File: config.mk
export PLATFORM = sky130hd
export DESIGN_NAME = mem_arbiter
export DESIGN_NICKNAME = d
export VERILOG_FILES = /design/src/rtl/mem_arbiter.sv
export SDC_FILE = /design/constraint.sdc
export NUM_CORES = 1
export LEC_CHECK = 0
export BUFFER_PORTS_ARGS = -buffer_cell sky130_fd_sc_hd__buf_2
export CORE_MARGIN = 5
export CORE_UTILIZATION = 46
export CTS_CLUSTER_SIZE = 20
export DETAILED_ROUTE_END_ITERATION = 10
export GPL_TIMING_DRIVEN = 0
export PLACE_DENSITY_LB_ADDON = 0.3
export SYNTH_ARGS = -nofsm -noshare
export SYNTH_HDL_FRONTEND = slang
export SYNTH_SLANG_ARGS = --single-unit
File: constraint.sdc
create_clock -name clk -period 5.9 [get_ports clk]
set_clock_uncertainty 0.1 [all_clocks]
set_input_delay 0.295 -clock clk [delete_from_list [all_inputs] [get_ports clk]]
set_output_delay 0.295 -clock clk [all_outputs]
set_load 0.02 [all_outputs]
File: src/rtl/mem_arbiter.sv
// Two-port (fetch / load-store) arbiter onto a single shared memory bus.
// Data has fixed priority; a stalled bus transfer is aborted after TIMEOUT wait cycles.
module mem_arbiter #(
    parameter int TIMEOUT = 255
) (
    input  logic        clk,
    input  logic        rst,
    input  logic        inst_req,
    input  logic [31:0] inst_addr,
    output logic        inst_ack,
    output logic [31:0] inst_rdata,
    input  logic        data_req,
    input  logic        data_wr,
    input  logic [31:0] data_addr,
    input  logic [31:0] data_wdata,
    output logic        data_ack,
    output logic [31:0] data_rdata,
    output logic        bus_req,
    output logic        bus_wr,
    output logic [31:0] bus_addr,
    output logic [31:0] bus_wdata,
    input  logic [31:0] bus_rdata,
    input  logic        bus_ready,
    output logic        stall,
    output logic        err,
    output logic [1:0]  dbg_state_o
);

    // Handshake: a requester holds req (and its address/data) high until it sees a
    // one-cycle ack; the bus completes a transfer in any cycle where bus_req and
    // bus_ready are both high.
    typedef enum logic [1:0] {IDLE = 2'd0, IBUSY = 2'd1, DBUSY = 2'd2} state_t;

    localparam logic [7:0] TIMEOUT_CNT = 8'(TIMEOUT);

    state_t      state_q, state_d;
    logic        bus_req_q, bus_req_d;
    logic        bus_wr_q, bus_wr_d;
    logic [31:0] bus_addr_q, bus_addr_d;
    logic [31:0] bus_wdata_q, bus_wdata_d;
    logic        inst_ack_q, inst_ack_d;
    logic        data_ack_q, data_ack_d;
    logic        err_q, err_d;
    logic [31:0] inst_rdata_q, inst_rdata_d;
    logic [31:0] data_rdata_q, data_rdata_d;
    logic [7:0]  wait_cnt_q, wait_cnt_d;

    always_ff @(posedge clk or posedge rst) begin
        if (rst) begin
            state_q      <= IDLE;
            bus_req_q    <= 1'b0;
            bus_wr_q     <= 1'b0;
            bus_addr_q   <= 32'h0;
            bus_wdata_q  <= 32'h0;
            inst_ack_q   <= 1'b0;
            data_ack_q   <= 1'b0;
            err_q        <= 1'b0;
            inst_rdata_q <= 32'h0;
            data_rdata_q <= 32'h0;
            wait_cnt_q   <= 8'h0;
        end else begin
            state_q      <= state_d;
            bus_req_q    <= bus_req_d;
            bus_wr_q     <= bus_wr_d;
            bus_addr_q   <= bus_addr_d;
            bus_wdata_q  <= bus_wdata_d;
            inst_ack_q   <= inst_ack_d;
            data_ack_q   <= data_ack_d;
            err_q        <= err_d;
            inst_rdata_q <= inst_rdata_d;
            data_rdata_q <= data_rdata_d;
            wait_cnt_q   <= wait_cnt_d;
        end
    end

    always_comb begin
        state_d      = state_q;
        bus_req_d    = bus_req_q;
        bus_wr_d     = bus_wr_q;
        bus_addr_d   = bus_addr_q;
        bus_wdata_d  = bus_wdata_q;
        inst_ack_d   = 1'b0;
        data_ack_d   = 1'b0;
        err_d        = 1'b0;
        inst_rdata_d = inst_rdata_q;
        data_rdata_d = data_rdata_q;
        wait_cnt_d   = wait_cnt_q;

        case (state_q)
            IDLE: begin
                // A port whose ack is high this cycle is not re-granted yet.
                if (data_req && !data_ack_q) begin
                    state_d     = DBUSY;
                    bus_req_d   = 1'b1;
                    bus_wr_d    = data_wr;
                    bus_addr_d  = data_addr;
                    bus_wdata_d = data_wdata;
                    wait_cnt_d  = 8'h0;
                end else if (inst_req && !inst_ack_q) begin
                    state_d     = IBUSY;
                    bus_req_d   = 1'b1;
                    bus_wr_d    = 1'b0;
                    bus_addr_d  = inst_addr;
                    bus_wdata_d = 32'h0;
                    wait_cnt_d  = 8'h0;
                end
            end
            IBUSY, DBUSY: begin
                if (bus_ready) begin
                    state_d   = IDLE;
                    bus_req_d = 1'b0;
                    if (state_q == IBUSY) begin
                        inst_rdata_d = bus_rdata;
                        inst_ack_d   = 1'b1;
                    end else begin
                        data_rdata_d = bus_rdata;
                        data_ack_d   = 1'b1;
                    end
                end else if (wait_cnt_q == TIMEOUT_CNT) begin
                    state_d   = IDLE;
                    bus_req_d = 1'b0;
                    err_d     = 1'b1;
                    if (state_q == IBUSY) begin
                        inst_rdata_d = 32'h0;
                        inst_ack_d   = 1'b1;
                    end else begin
                        data_rdata_d = 32'h0;
                        data_ack_d   = 1'b1;
                    end
                end else begin
                    wait_cnt_d = wait_cnt_q + 8'd1;
                end
            end
            default: state_d = IDLE;
        endcase
    end

    assign inst_ack    = inst_ack_q;
    assign data_ack    = data_ack_q;
    assign inst_rdata  = inst_rdata_q;
    assign data_rdata  = data_rdata_q;
    assign bus_req     = bus_req_q;
    assign bus_wr      = bus_wr_q;
    assign bus_addr    = bus_addr_q;
    assign bus_wdata   = bus_wdata_q;
    assign err         = err_q;
    assign dbg_state_o = state_q;
    assign stall       = (inst_req & ~inst_ack_q) | (data_req & ~data_ack_q);

endmodule

# [Word level (Yosys, flattened, before mapping)]
# Cells that the tools add are included.
[word_totals] inputBits=134 out_inout_bits=136 regBits=143 wordCells=80
[classes] n_reduce_logical=15 addsub=1 bitwise=6 n_eq_ne=7 n_mux=40
[ops] operator="$mux 32" n=12
[ops] operator="$mux 8" n=4
[ops] operator="$mux 1" n=17
[ops] operator="$pmux 8 s2" n=1
[ops] operator="$reduce_and 3->1" n=3
[ops] operator="$add 8x1->8 const B" n=1
[ops] operator="$eq 8x8->1 const B" n=1
[ops] operator="$mux 2" n=4
[ops] operator="$ne 3x3->1 const B" n=2
[ops] operator="$reduce_bool 2->1" n=3
[ops] operator="$ne 2x2->1 const B" n=2
[ops] operator="$pmux 2 s2" n=1
[ops] operator="$reduce_and 2->1" n=2
[ops] operator="$reduce_and 4->1" n=1
[ops] operator="$not 1->1" n=3
[ops] operator="$and 1x1->1" n=2
[ops] operator="$eq 2x1->1 const B" n=1
[ops] operator="$eq 2x2->1 const B" n=1
[ops] operator="$logic_and 1x1->1" n=2
[ops] operator="$logic_not 1->1" n=2
[ops] operator="$logic_not 2->1" n=1
[ops] operator="$pmux 1 s2" n=1
[ops] operator="$reduce_or 2->1" n=1
[ops] operator="$or 1x1->1" n=1

# [Logic depth before layout (Yosys ltp)]
# Gate-level depths: netlist of run 1.
[depth] depth_word=5 mapped_depth=9 mapped_depth_nobuf=6

# [Least setup slack after synthesis of run 1]
# No wires, ideal clock.
[synth_path] path_type="reg2reg" from="reg state_q[0], in the netlist dbg_state_o[0]" to="reg wait_cnt_q[5]" required_time_ns=5.713 setup_time_ns=0.087 path_slack_ns=4.011 stages_incl_launch_ff=7 synth_period_minus_slack_ns=1.889 arrival_time_ns=1.702 path_buffers=0 cell_sequence="dfrtp_1 inv_1 ha_1 nand2b_1 o21bai_1 or3_1 a22oi_1"
[synth_via] elab_chain_cells=4 word_cells_on_any_way=10 cone_classes="eq/ne: 5; mux: 1; reduce/logical: 4"
[synth_lines] element="start, declared" line_no="36" rtl="state_t state_q, state_d;"
[synth_lines] element="start signal, assigned" line_no="62" rtl="state_q <= state_d;"
[synth_lines] element="$eq 2x1->1 or $eq 2x2->1 (tied branches)" line_no="89" rtl="case (state_q)"
[synth_lines] element="$reduce_or 2->1" line_no="89"
[synth_lines] element="$ne 2x2->1 (no source line) or $reduce_bool 2->1 (tied branches)"
[synth_lines] element="$reduce_and 4->1 (no source line)"
[synth_lines] element="end signal, assigned" line_no="72" rtl="wait_cnt_q <= wait_cnt_d;"
[synth_lines] element="end, declared" line_no="46" rtl="logic [7:0] wait_cnt_q, wait_cnt_d;"
# Several ways; a longest one is shown, not always the timed one.
# A chain may end at the register's enable or synchronous reset.

# [Worst setup path after layout of run 1]
[layout_path] from="reg data_ack_q, in the netlist data_ack" to="out stall"
[layout_via] elab_chain_cells=3
[layout_lines] element="start, declared" line_no="42" rtl="logic data_ack_q, data_ack_d;"
[layout_lines] element="start signal, assigned" line_no="68" rtl="data_ack_q <= data_ack_d;"
[layout_lines] element="$not 1->1" line_no="148" rtl="assign stall = (inst_req & ~inst_ack_q) | (data_req & ~data_ack_q);"
[layout_lines] element="$and 1x1->1" line_no="148"
[layout_lines] element="$or 1x1->1" line_no="148"
[layout_lines] element="end, declared" line_no="24" rtl="output logic stall,"
# Every way passes these cells.

==> flow_summary.ini, run 1 <==
[outcome]
status = completed

[clock_network]
cts_tree = built
root_buffer = clkbuf_16
clkSinkCount = 143
htreeDepth = 4
clock_latency_ns = 0.41
clk_pin_slew_ns = 0.06
clock_path_buffers = 2
cts_made_buffers = 17
cts_resized = 0

[logic_synthesis]
synth.most_common_cell = dfrtp_1
syn_area_um2 = 5600
synth_common_cells = dfrtp_1, a22o_1, nand2_1, mux2i_1, o21ai_0
yosys-top-cells-area = dfrtp_1, a22o_1, mux2i_1
synth_edf_count = 0
synth_ff_type = dfrtp_1
yosysTopAreaCell = dfrtp_1
synthCells = 440
synth-seq-cells = 143
ys_seq_area_frac = 0.639
syn_avg_cell_area_um2 = 12.7
yosys.area.top_type_share = 0.639
synth_warnings = 0
async_flop_share = 1.00
synth_fp_nets = 577
synth_cell_type_count = 30

[floorplan]
die_area_um2 = 14500
start_util = 0.468
die_y_um = 120
die_x_um = 120
core_um2 = 12000
io_pins = 270
rows = 40

[worst_setup_path]
crit_top_cell = buf_2
critical-path-max-stage-delay_ns = 0.36
cp.required_ns = 5.51
cp_max_fo = 10
arrival_ns = 1.82
critPathLaunchType = flop
path_class = reg2out
crit_path_end_kind = output pin
crit_chain = nand2b_1, buf_2, buf_2, nand2_1, buf_2
cp_slowest_cell = dfrtp_1

[timing]
slew_viol_final = 0
layout_setup_ws_ns = 3.69
grt_setup_unrepaired = no
setup_violations = 0
hold_viol = 0
min_period_ns = 2.21
timing.final.crit_share = 0.375
slew_headroom = 0.570
fmax_mhz = 452
setup-tns-final_ns = 0
worst_pin_slew_ns = 0.644

[place]
dp_slack_ns = 3.84
place_inst = 857
finalWeightedCongestion = 0.846
hpwl_mm = 12.7
port_buffers = 269

[layout]
drive_above_1_share = 0.411
fin_cells = 919
syn2layout_area_growth_pct = 43.8
nets = 896
num-fill-cells = 927

[flow_run]
cap_viol_max_count = 0

[drt]
final_antenna_net_count = 0
wl_mm = 17.4
drt-initial-drc-count = 352
drcViolationCount = 0
avgViaCountPerCell = 5.41
num_vias = 4969
drt_pass1_iterations = 5
routedWlPerCell_um = 19.0

[global_routing]
grt.overflow.total = 0
first_global_vias = 5229
antenna_found_initial = 1
grt_max_degree = 73
grt_pass1_wl_mm = 27.3
grt_usage = 0.240

[min_path]
hold_path_class = in2reg

[power_and_ir_drop]
power_density_nw_per_um2 = 594
p_leak_nw = 4.37
irDropWorstVdd_v = 0.000363
==> registers in the layout, indices dropped and copies added, names as in the netlist <==
| signal | count |
|---|---|
| inst_rdata | 32 |
| bus_addr | 32 |
| dbg_state_o | 2 |
| wait_cnt_q | 8 |
| bus_req | 1 |
| bus_wdata | 32 |
| bus_wr | 1 |
| inst_ack | 1 |
| err | 1 |
| data_rdata | 32 |
| data_ack | 1 |
==> critical path: cells and delay by family, from the launching register on <==
family	cells	cell delay, ns
DFF	1	0.36
buffers and inverters	3	0.77
and+or+nand+nor	2	0.28
==> where the power goes <==
group	total, mW	internal (mW)	switching (mW)
clock network	1.07	0.670	0.396
logic	2.06	0.772	1.29
registers	1.66	1.41	0.246
total	4.79	2.85	1.93
==> worst paths after layout <==
path | from | endpoint | slack (ns) | cells past startpoint
min | data_wdata[0] | bus_wdata[0] | 0.02 | 2
max reg2reg | wait_cnt_q[0] | data_rdata[27] | 3.85 | 6
max in group asynchronous | rst | bus_addr[16] | 4.50 | 4
min in group asynchronous | rst | data_rdata[16] | 0.44 | 3
min reg2reg | bus_addr[13] | bus_addr[13] | 0.38 | 2
max | data_ack | stall | 3.69 | 5
==> area by class of cell <==
type                    count  area (um^2)  share of cell area
repair buffers            300         1670               0.208
plain buffers              32          136              0.0169
clock inverters            11          141              0.0175
clock buffers              20          447              0.0554
flip-flops and latches    143         3580               0.444
multi-input cells         255         1850               0.230
well taps                 147          184              0.0228
diodes                      1         2.50            0.000311
inverters                  10         42.5             0.00528
==> stage by stage <==
step | total power [mW] | hold slack (ns) | instance area (um^2) | utilization
2_1_floorplan | 2.95 | 0.328 | 5600 | -
3_3_place_gp | 3.65 | 0.359 | 7130 | 0.596
3_5_place_dp | 3.72 | 0.344 | 7170 | 0.599
4_1_cts | 4.82 | 0.000175 | 8050 | 0.673
5_1_grt | 5.06 | 0.00265 | 8050 | 0.673
6_report | 4.79 | 0.0184 | 8060 | 0.674
==> logic make-up after synthesis <==
group | after synthesis | share of synthesized area
compound gates | 153 | 0.210
simple gates | 65 | 0.0531
buf+inv | 42 | 0.0310
mux | 34 | 0.0607
flops | 143 | 0.639
fa+ha+maj | 3 | 0.00670
==> placed cells by master (no fill, tap or decap), drive strengths merged, types with 4 or more instances in the layout <==
| cell type | Yosys | final |
|---|---|---|
| inv | 10 | 10 |
| clkbuf | 19 | 39 |
| nand2b | 5 | 5 |
| clkinv | 0 | 5 |
| a21oi | 6 | 6 |
| dlygate4sd3 | 0 | 30 |
| a22o | 97 | 97 |
| a31oi | 7 | 7 |
| nand3 | 4 | 4 |
| nand2 | 40 | 40 |
| nor2 | 4 | 4 |
| buf | 13 | 283 |
| mux2i | 34 | 34 |
| dfrtp | 143 | 143 |
| o21ai | 34 | 34 |
==> metal layers <==
layer / vias to the layer above / share of wire / GRT usage
met5: - / 0.00075 / 0
met4: 2 / 0.020 / 0.0871
met3: 28 / 0.094 / 0.0804
met2: 251 / 0.50 / 0.411
met1: 2423 / 0.39 / 0.282
li1: 2265 / - / -
==> what timing repair did <==
item                      in CTS  in global routing
buffers inserted               0                  0
hold endpoints to repair     101                  0
hold buffers                  30                  0
(Power assumes the default switching activity.)
==> run 2: changes to the inputs <==
Settings changed: ABC_AREA set to 1, CORE_UTILIZATION 46 to 43.
Clock period 5.9 ns to 1.9 ns, I/O delays scaled along.
==> run 2 against run 1 <==
Design area is 20% higher. Wire length grew 34%. Core utilization increased by 2.4 points. Synthesized cell count rose by 49%. Clock-buffer cell count decreased by 1. Combinational power rose to 3.7 times the previous value. Global-route usage increased by 4.2 points. Non-clock buffer count grew 122. Via count grew 37%. Synthesized area rose by 8.3%. Sequential power increased to 3.1 times the previous value. Clock power grew to 3.1 times the previous value.
==> flow_summary.ini, run 2 <==
[outcome]
status = completed

[clock_network]
cts_made_buffers = 17
htreeDepth = 4
clock_latency_ns = 0.42
post_cts_buffers = 0
root_buffer = clkbuf_16
clk_pin_slew_ns = 0.06
cts_tree = built
clkSinkCount = 143
clock_path_buffers = 2

[global_routing]
antenna_found_initial = 1
grt_max_degree = 44
grt.overflow.total = 0
grt_pass1_wl_mm = 37.0
first_global_vias = 7069
grt_usage = 0.283

[drt]
avgViaCountPerCell = 5.34
route.met3.wl_mm = 2.40
met2_length_mm = 11.3
drcViolationCount = 0
drt-initial-drc-count = 475
drt_pass1_iterations = 5
drt-met1-wl_mm = 8.58
routedWlPerCell_um = 18.3
wl_mm = 23.4
num_vias = 6812
highest_layer = met4
final_antenna_net_count = 0

[timing]
grt_setup_unrepaired = no
timing.final.crit_share = 0.947
worst_pin_slew_ns = 0.533
setup_violations = 0
hold_ws_ns = 0.0279
slew_viol_final = 0
slew_headroom = 0.644
hold_viol = 0
layout_setup_ws_ns = 0.100
min_period_ns = 1.80
fmax_mhz = 556

[logic_synthesis]
synth_ff_type = dfrtp_1
synth_common_cells = nand2_1, dfrtp_1, nand4_1, nor2_1, a22o_1
yosysTopAreaCell = dfrtp_1
synth.most_common_cell = nand2_1
synth-seq-cells = 143
synth_fp_nets = 791
synth_warnings = 0
synth_edf_count = 0
ys_seq_area_frac = 0.590
async_flop_share = 1.00
yosys.area.top_type_share = 0.590
syn_avg_cell_area_um2 = 9.28
syn_area_um2 = 6070
synthCells = 654
synth_cell_type_count = 25
yosys-top-cells-area = dfrtp_1, nand2_1, nand4_1

[place]
finalWeightedCongestion = 0.868
port_buffers = 269
hpwl_mm = 14.5
dp_slack_ns = 0.0162

[worst_setup_path]
crit_path_end_kind = flop
cp.required_ns = 2.15
arrival_ns = 2.05
cp_max_fo = 10
r2r_slack_ns = 0.10
cp-startpoint = dbg_state_o[0]
r2r_end = data_rdata[1]
critPathLaunchType = flop
path_class = reg2reg
crit_chain = inv_1, ha_1, buf_6, clkbuf_1, nand4_1, nand2_1
rr_worst_depth = 6
critical-path-max-stage-delay_ns = 0.40
r2r-start = dbg_state_o[0]
cp_slowest_cell = dfrtp_1

[floorplan]
io_pins = 270
die_y_um = 129
start_util = 0.437
die_x_um = 129
rows = 43
core_um2 = 13900
die_area_um2 = 16600

[layout]
nets = 1218
final_cell_mix = buf_2, nand2_1, dfrtp_1
finish.utilization = 0.697
syn2layout_area_growth_pct = 59.6
final_common_cell = buf_2
drive_above_1_share = 0.323

[min_path]
whs_path_depth = 5
min_to = dbg_state_o[0]
hold_path_class = in2reg
min_from = bus_ready

[power_and_ir_drop]
irDropWorstVdd_v = 0.000832
power_density_nw_per_um2 = 1660
p_leak_nw = 5.14
finalPower_mw = 16.0

[flow_run]
cap_viol_max_count = 0
## run 2: changes by cell type after synthesis, sizes merged, moves of 10 or more
cell,before,now
mux2i,34,0
nand4,2,64
a31oi,7,32
o21ai,34,2
nor2,4,50
buf,13,23
a22o,97,33
nand2,40,253
## run 2: per-stage QoR
step                cell area [um^2]  setup TNS [ns]  std cells
floorplan                       6070          -12.31        654
global placement                7640         -145.11       1103
detailed placement              7720               0       1107
CTS                             9660               0       1274
global route                    9680               0       1275
finish                          9680               0       1276
## run 2: what timing repair did
item                       4_1_cts  5_1_grt
pin swaps                        0        1
hold buffers                   135        0
hold endpoints to repair       216        0
gates resized for setup          1       18
setup endpoints to repair        1       70
## run 2: routing by layer
layer	up-vias	GRT usage
met4	0	0.156
met5	-	0
li1	3072	-
met1	3186	0.330
met3	100	0.0909
met2	454	0.462
## run 2: worst max-delay path by stage
stage / end / slack [ns] / cells after the start
4_1_cts: inst_rdata[6] / 0.0007 / 9
6_report: data_rdata[1] / 0.10 / 6
3_5_place_dp: inst_rdata[7] / 0.02 / 6
5_1_grt: inst_rdata[6] / 0.001 / 9
3_3_place_gp: inst_rdata[15] / -1.03 / 2
2_1_floorplan: bus_addr[0] / -0.09 / 1
## run 2: cell families after synthesis
group           count (synthesis)  synth area share
simple gates                  374             0.267
xor+xnor                        1           0.00144
fa+ha+maj                       3           0.00619
compound gates                 69            0.0843
buf+inv                        64            0.0516
flops                         143             0.590
## run 2: final cells by class
type,instances,area (um^2)
diodes,2,5.00
plain buffers,46,262
clock buffers,19,443
clock inverters,13,139
fillers,993,4200
inverters,18,71.3
multi-input cells,447,2180
flip-flops and latches,143,3580
well taps,180,225
repair buffers,408,2780
## run 2: where the power goes
part           internal, mW  total [mW]  switching [mW]  leakage [nW]
Combinational          2.52        7.59            5.07          3.08
Sequential             4.38        5.17           0.787          1.78
Clock                  1.97        3.28            1.31         0.283
Total                  8.87        16.0            7.17          5.14
## run 2: worst max-delay path, delay by kind of cell (launching register included)
family	cells	cell delay, ns
buf+inv	3	0.61
flops	1	0.40
fa+ha+maj	1	0.32
simple gates	2	0.32
